### config.mk
export PLATFORM = sky130hd
export DESIGN_NAME = weight_skew_feeder
export DESIGN_NICKNAME = d
export VERILOG_FILES = /design/src/rtl/weight_skew_feeder.sv
export SDC_FILE = /design/constraint.sdc
export NUM_CORES = 2
export LEC_CHECK = 0
export CAP_MARGIN = 20
export CORE_AREA = 4 4 716 434
export DETAILED_ROUTE_END_ITERATION = 10
export DIE_AREA = 0 0 720 438
export SLEW_MARGIN = 20
export SYNTH_ARGS = -nofsm -noshare
export SYNTH_HDL_FRONTEND = slang
export SYNTH_MEMORY_MAX_BITS = 65536
export SYNTH_SLANG_ARGS = --single-unit
### constraint.sdc
create_clock -name CLK -period 1.9 [get_ports CLK]
set_clock_uncertainty 0.1 [all_clocks]
set_input_delay 0.475 -clock CLK [delete_from_list [all_inputs] [get_ports CLK]]
set_output_delay 0.475 -clock CLK [all_outputs]
set_load 0.01 [all_outputs]
### src/rtl/weight_skew_feeder.sv
// Sequences NUM row reads from weight_buffer and skews the returned lanes
// so that lane i reaches the systolic array i cycles after lane 0.
module weight_skew_feeder #(
    parameter int LANES = 16,
    parameter int DW    = 32,
    parameter int AW    = 13
) (
    input  logic                CLK,
    input  logic                RST,
    input  logic                start,
    input  logic [AW-1:0]       base_addr,
    input  logic [AW:0]         num_rows,
    input  logic                opstage,
    output logic                wb_cen,
    output logic                wb_wen,
    output logic                wb_opstage,
    output logic [AW-1:0]       wb_a,
    input  logic [LANES*DW-1:0] wb_q,
    output logic [LANES*DW-1:0] w_out,
    output logic [LANES-1:0]    w_valid,
    output logic                busy,
    output logic                done
);

    // state | meaning
    // IDLE  | waiting for start, outputs quiescent
    // READ  | one buffer row read per cycle
    // DRAIN | reads finished, waiting for the skew pipeline to empty
    typedef enum logic [1:0] {IDLE, READ, DRAIN} state_t;

    state_t         state;
    logic [AW:0]    rows_left;
    logic           rd_v;
    logic [LANES-1:0] vld;
    logic           drain_empty;

    assign wb_wen  = 1'b1;
    assign w_valid = vld;

    // Empty on the next cycle: nothing entering lane 0 and only lane LANES-1 may still be valid.
    assign drain_empty = !rd_v && (vld[LANES-2:0] == '0);

    always_ff @(posedge CLK) begin
        if (RST) begin
            state      <= IDLE;
            rows_left  <= '0;
            rd_v       <= 1'b0;
            wb_cen     <= 1'b1;
            wb_opstage <= 1'b0;
            wb_a       <= '0;
            busy       <= 1'b0;
            done       <= 1'b0;
        end else begin
            rd_v <= (state == READ);
            done <= 1'b0;
            case (state)
                IDLE: begin
                    if (start && !done) begin
                        wb_a       <= base_addr;
                        rows_left  <= num_rows;
                        wb_opstage <= opstage;
                        busy       <= 1'b1;
                        if (num_rows != '0) begin
                            state  <= READ;
                            wb_cen <= 1'b0;
                        end else begin
                            state  <= DRAIN;
                        end
                    end
                end
                READ: begin
                    if (rows_left == (AW+1)'(1)) begin
                        wb_cen <= 1'b1;
                        state  <= DRAIN;
                    end else begin
                        wb_a      <= wb_a + 1'b1;
                        rows_left <= rows_left - 1'b1;
                    end
                end
                DRAIN: begin
                    if (drain_empty) begin
                        done       <= 1'b1;
                        busy       <= 1'b0;
                        wb_opstage <= 1'b0;
                        state      <= IDLE;
                    end
                end
                default: state <= IDLE;
            endcase
        end
    end

    always_ff @(posedge CLK) begin
        if (RST) vld <= '0;
        else     vld <= {vld[LANES-2:0], rd_v};
    end

    // Lane i is a delay line of i+1 registers; invalid slots carry zero.
    for (genvar i = 0; i < LANES; i++) begin : g_lane
        logic [DW-1:0] dly [0:i];

        always_ff @(posedge CLK) begin
            if (RST) begin
                for (int j = 0; j <= i; j++) dly[j] <= '0;
            end else begin
                dly[0] <= rd_v ? wb_q[i*DW +: DW] : '0;
                for (int j = 1; j <= i; j++) dly[j] <= dly[j-1];
            end
        end

        assign w_out[i*DW +: DW] = dly[i];
    end

endmodule

# After elaboration in Yosys (flattened, before gate mapping)
# Memories as Yosys holds them, arrays and structs flattened.
# Index checks and enable logic that the tools add are counted.
dict set report word_totals {
  in_bits 543
  regBits 50
  mem_bits_rw 4352
  n_memories 16
  word_cells 363
}
dict set report op_classes {
  bitwise_logic 136
  n_reduce_logical 15
  eq_ne 8
  add_sub_neg 2
  mux 177
}
# name depth width read_ports rd_ports_with_merged_regs write_ports line
set mem_list {}
lappend mem_list {{g_lane[15].dly} 16 32 16 0 16 100} ;# logic [DW-1:0] dly [0:i];
lappend mem_list {{g_lane[14].dly} 15 32 15 0 15 100}
lappend mem_list {{g_lane[13].dly} 14 32 14 0 14 100}
lappend mem_list {{g_lane[12].dly} 13 32 13 0 13 100}
lappend mem_list {{g_lane[11].dly} 12 32 12 0 12 100}
lappend mem_list {{g_lane[10].dly} 11 32 11 0 11 100}
lappend mem_list {{+10 memories} - - - - - -}
# op n
set ops {}
lappend ops {{32-bit two-way mux} 152}
lappend ops {{1-bit OR} 135}
lappend ops {{32-bit OR reduction} 1}
lappend ops {{14-bit two-way mux} 2}
lappend ops {{14-bit one-hot mux with 2 select lines} 1}
lappend ops {{13-bit two-way mux} 2}
lappend ops {{13-bit one-hot mux with 2 select lines} 1}
lappend ops {{15-bit zero test} 1}
lappend ops {{14-bit by 1-bit equality test with 1-bit output (second input constant)} 1}
lappend ops {{14-bit nonzero test} 1}
lappend ops {{14-bit by 1-bit subtractor with 14-bit output (second input constant)} 1}
lappend ops {{13-bit by 1-bit adder with 13-bit output (second input constant)} 1}
lappend ops {{1-bit two-way mux} 11}
lappend ops {{3-bit AND reduction} 3}
lappend ops {{2-bit two-way mux} 4}
lappend ops {{2-bit != test (second input constant)} 4}
lappend ops {{1-bit one-hot mux with 2 select lines} 3}
lappend ops {{2-bit one-hot mux with 3 select lines} 1}
lappend ops {{4-bit AND reduction} 1}
lappend ops {{2-bit nonzero test} 2}
lappend ops {{2-bit by 1-bit equality test with 1-bit output (second input constant)} 1}
lappend ops {{2-bit equality test (second input constant)} 1}
lappend ops {{1-bit logical AND} 2}
lappend ops {{1-bit zero test} 2}
lappend ops {{other kinds (4)} 4}

# Longest topological paths before layout
dict set report logic_depth {
  word_depth 4
  ltp_mapped 8
}

# Worst setup path before layout
# No wires, ideal clock.
dict set report synth_path {
  kind {reg2reg}
  start {register rows_left[1]}
  end {register wb_a[9]}
  t_required_ns 1.684
  setup_slack_ns 0.125
  path_stages_with_launch 8
  setup_ns 0.116
  arrival_ns 1.559
  cell_sequence {dfxtp_1 -> inv_1 -> ha_1 -> and3b_1 -> and4_4 -> buf_6 -> o311a_1 -> a31o_1}
}
dict set report synth_via {
  elab_chain_cells 3
}
# element line
set synth_rtl {}
lappend synth_rtl {{start, declared} 32} ;# logic [AW:0] rows_left;
lappend synth_rtl {{start signal, assigned} 60} ;# rows_left <= num_rows;
lappend synth_rtl {{start signal, assigned} 77} ;# rows_left <= rows_left - 1'b1;
lappend synth_rtl {{14-bit by 1-bit equality test with 1-bit output} 72} ;# if (rows_left == (AW+1)'(1)) begin
lappend synth_rtl {{2-bit != test (no source line)} -}
lappend synth_rtl {{3-bit AND reduction (no source line)} -}
lappend synth_rtl {{end signal, assigned} 59} ;# wb_a <= base_addr;
lappend synth_rtl {{end signal, assigned} 76} ;# wb_a <= wb_a + 1'b1;
lappend synth_rtl {{end, declared} 17} ;# output logic [AW-1:0] wb_a,
# Every way passes these cells.
# A chain may end at the register's enable or synchronous reset.

# Worst setup path after layout
dict set report layout_path {
  start {register rows_left[0]}
  end {register rows_left[10]}
}
dict set report layout_via {
  elab_chain_cells 3
  elab_cells_between_ends 6
}
# element line
set layout_rtl {}
lappend layout_rtl {{14-bit by 1-bit subtractor with 14-bit output or 14-bit by 1-bit equality test with 1-bit output (tied branches)} {77, 72}}
lappend layout_rtl {{14-bit two-way mux or 2-bit != test (tied branches)} -}
lappend layout_rtl {{14-bit one-hot mux with 2 select lines or 3-bit AND reduction (tied branches)} -}
# Parallel ways exist; a longest one is shown, timed or not. The select of a mux whose other input is x is not followed.

==> results.json <==
{
  "clk_latency_ns": 0.88,
  "row_count": 157,
  "finalNetCount": 11660,
  "viasPerCell": 4.053,
  "synthArstFlopShare_pct": 0,
  "crit_required_ns": 2.58,
  "rr_startpoint": "rows_left[0]",
  "io_pins": 1089,
  "yosysWarnings": 0,
  "grt_pass1_vias": 63230,
  "multiInputGateArea_um2": 29000,
  "fillers": 25820,
  "via_count": 62770,
  "path_class": "flip-flop to flip-flop",
  "drv_slew": 0,
  "dpl.hpwl_mm": 154.7,
  "drt_wl_total_mm": 233.4,
  "clockBufferDepth": 4,
  "final_cell_mix": "dfxtp_1, nor2b_1, clkdlybuf4s50_1",
  "chipHeight_um": 438,
  "synth_edf_count": 0,
  "start_util_pct": 39.92,
  "max_freq_ghz": 0.4942,
  "yosys-top-cells-area": "dfxtp_1, nor2b_1, and2_1",
  "syn_to_final_growth_pct": 27.12,
  "grt_antenna_before_repair": 23,
  "finalWorstSetupSlack_ns": -0.1234,
  "status": "finished with violations",
  "ir_drop_mv": 0.7077,
  "gp_congestion": 0.8644,
  "synth_top_area_cell": "dfxtp_1",
  "ant_nets": 0,
  "cts_tree": "built",
  "synth_seq_area_share_pct": 72.64,
  "syn_inst": 9819,
  "violations": "setup timing",
  "first_pass_iters": 8,
  "fin_crit_ns": 2.023,
  "drtIter0Drc": 2945,
  "cp-start-kind": "flip-flop",
  "ff_latch_area_um2": 88820,
  "ys_ff_latch": 4402,
  "critical_path.endpoint": "rows_left[10]",
  "r2r_end": "rows_left[10]",
  "synthesis.area_um2": 121300,
  "clk_pin_slew_worst_paths_ns": 0.07,
  "reg2reg_depth": 7,
  "syn_nets": 10370,
  "clockRootBuffer": "clkbuf_16",
  "die_w_um": 720,
  "yosys.area.top_type_share_pct": 72.64,
  "setup_viol": 86,
  "wl_per_cell_um": 15.07,
  "critPathCaptureType": "flip-flop",
  "h-tree-depth": 5,
  "crit_fanout": 5,
  "core_um2": 303900,
  "port-buffer-count": 1087,
  "r2r_setup_slack_ns": -0.12,
  "route.detailed.drc": 0,
  "cp-startpoint": "rows_left[0]",
  "critPathArrivalTime_ns": 2.70,
  "final_common_cell": "dfxtp_1",
  "synth_flop_cell": "dfxtp_1",
  "numClockSinks": 4402,
  "grt_max_degree": 103,
  "layout-drive-gt1-share_pct": 17.12,
  "avgSynthCellArea_um2": 12.36,
  "numCtsBuffers": 380,
  "maxCapViolations": 0,
  "leakage_nw": 61.73,
  "hp-class": "input port to flip-flop",
  "grt_pass1_wl_mm": 359.4,
  "tightest_slew_ns": 0.5705,
  "grt_use_total_pct": 14.26,
  "synth.distinct_cells": 64,
  "timing.hold.ws_ns": 0.1105,
  "hold_viol": 0,
  "post-route-util_pct": 50.75,
  "dieArea_um2": 315400,
  "finalCritPeriodShare_pct": 106.5,
  "rsz0062_at_grt": "true",
  "slew_headroom_pct": 61.97,
  "power_density_nw_per_um2": 1159,
  "gr-total-overflow": 0
}
==> worst min-delay path by stage <==
stage,slack (ns),to,from,depth (start not counted)
2_1_floorplan,0.31,g_lane[10].dly[10][0],g_lane[10].dly[9][0],1
4_1_cts,0.0004,g_lane[8].dly[0][26],wb_q[282],2
3_5_place_dp,0.32,g_lane[14].dly[0][405],g_lane[14].dly[0][373],1
6_report,0.11,g_lane[8].dly[0][26],wb_q[282],2
3_3_place_gp,0.31,g_lane[3].dly[2][3],g_lane[3].dly[1][3],1
5_1_grt,0.02,g_lane[8].dly[0][26],wb_q[282],2
==> state kept, by name, summed over array words and instances (netlist names) <==
register,cells
busy,1
done,1
g_lane.dly,4352
rd_v,1
rows_left,14
state,2
w_valid,16
wb_a,13
wb_cen,1
wb_opstage,1
==> cell usage after synthesis, types with 4 or more instances <==
master / count
a211oi_1: 8
a21oi_1: 18
a31oi_1: 6
and2_1: 514
and3_1: 7
buf_2: 24
buf_4: 322
clkbuf_1: 478
dfxtp_1: 4402
inv_1: 5
nand2_1: 30
nand2b_1: 4
nand3_1: 5
nand4_1: 11
nor2_1: 12
nor2b_1: 3859
nor3_1: 5
nor4_1: 9
o21ai_0: 4
o311ai_1: 11
o31a_1: 7
o31ai_1: 11
o32ai_1: 9
==> final cells by class <==
class,count,share of cell area [%]
antenna,8,0.01298
multi-input combinational,4584,18.80
clock buffer,537,7.231
clock inverter,156,1.377
sequential,4402,57.59
timing repair buffer,1741,11.68
inverter,6,0.01460
tap,4054,3.289
==> where the power goes <==
| group | leakage (nW) | switching [mW] | internal (mW) |
|---|---|---|---|
| Clock | 6.55 | 33.6 | 46.5 |
| Sequential | 35.7 | 0.239 | 92.8 |
| Combinational | 19.4 | 2.68 | 2.81 |
==> logic make-up after synthesis <==
family / Yosys count / synth area share [%]
simple gates: 4475 / 23.06
flops: 4402 / 72.64
buf+inv: 837 / 3.635
compound gates: 100 / 0.6291
fa+ha+maj: 3 / 0.03094
mux: 1 / 0.008251
other cells: 1 / 0.003091
==> metrics by stage <==
stage	TNS, ns	area, um2	cells	worst slack (ns)	power (mW)
2_1_floorplan	0	121300	9819	0.1251	97.19
3_3_place_gp	-7.317	135400	14340	-0.3698	99.54
3_5_place_dp	-7.744	135400	14340	-0.4247	99.63
4_1_cts	-61.21	153400	15460	-0.1962	181.0
5_1_grt	-53.67	154200	15490	-0.1898	185.3
6_report	-1.091	154200	15490	-0.1234	178.7
==> critical path, cell delays in order (launching register included) <==
cell      delay (ns)
dfxtp_1         0.35
inv_2           0.11
ha_4            0.17
nor4b_4         0.35
buf_4           0.20
nand4_1         0.11
a21boi_0        0.20
o31ai_1         0.33
==> layer usage <==
metal | vias up | routed length (um) | global-route usage [%] | share of wire (%)
li1 | 32010 | - | - | -
met1 | 29030 | 105900 | 18.38 | 45
met2 | 1184 | 108300 | 23.65 | 46
met3 | 540 | 10520 | 2.911 | 4.5
met4 | 4 | 8731 | 5.329 | 3.7
met5 | - | 21 | 0 | 0.0090
==> timing repair <==
item,CTS,global route
buffers inserted,29,14
cloned,2,2
pin swaps,1,10
endpoints found under the setup margin,553,571
hold buffers,403,0
endpoints found under the hold margin,475,0
resized for setup,3326,176
Note: power is estimated with default switching activity, not from simulation.
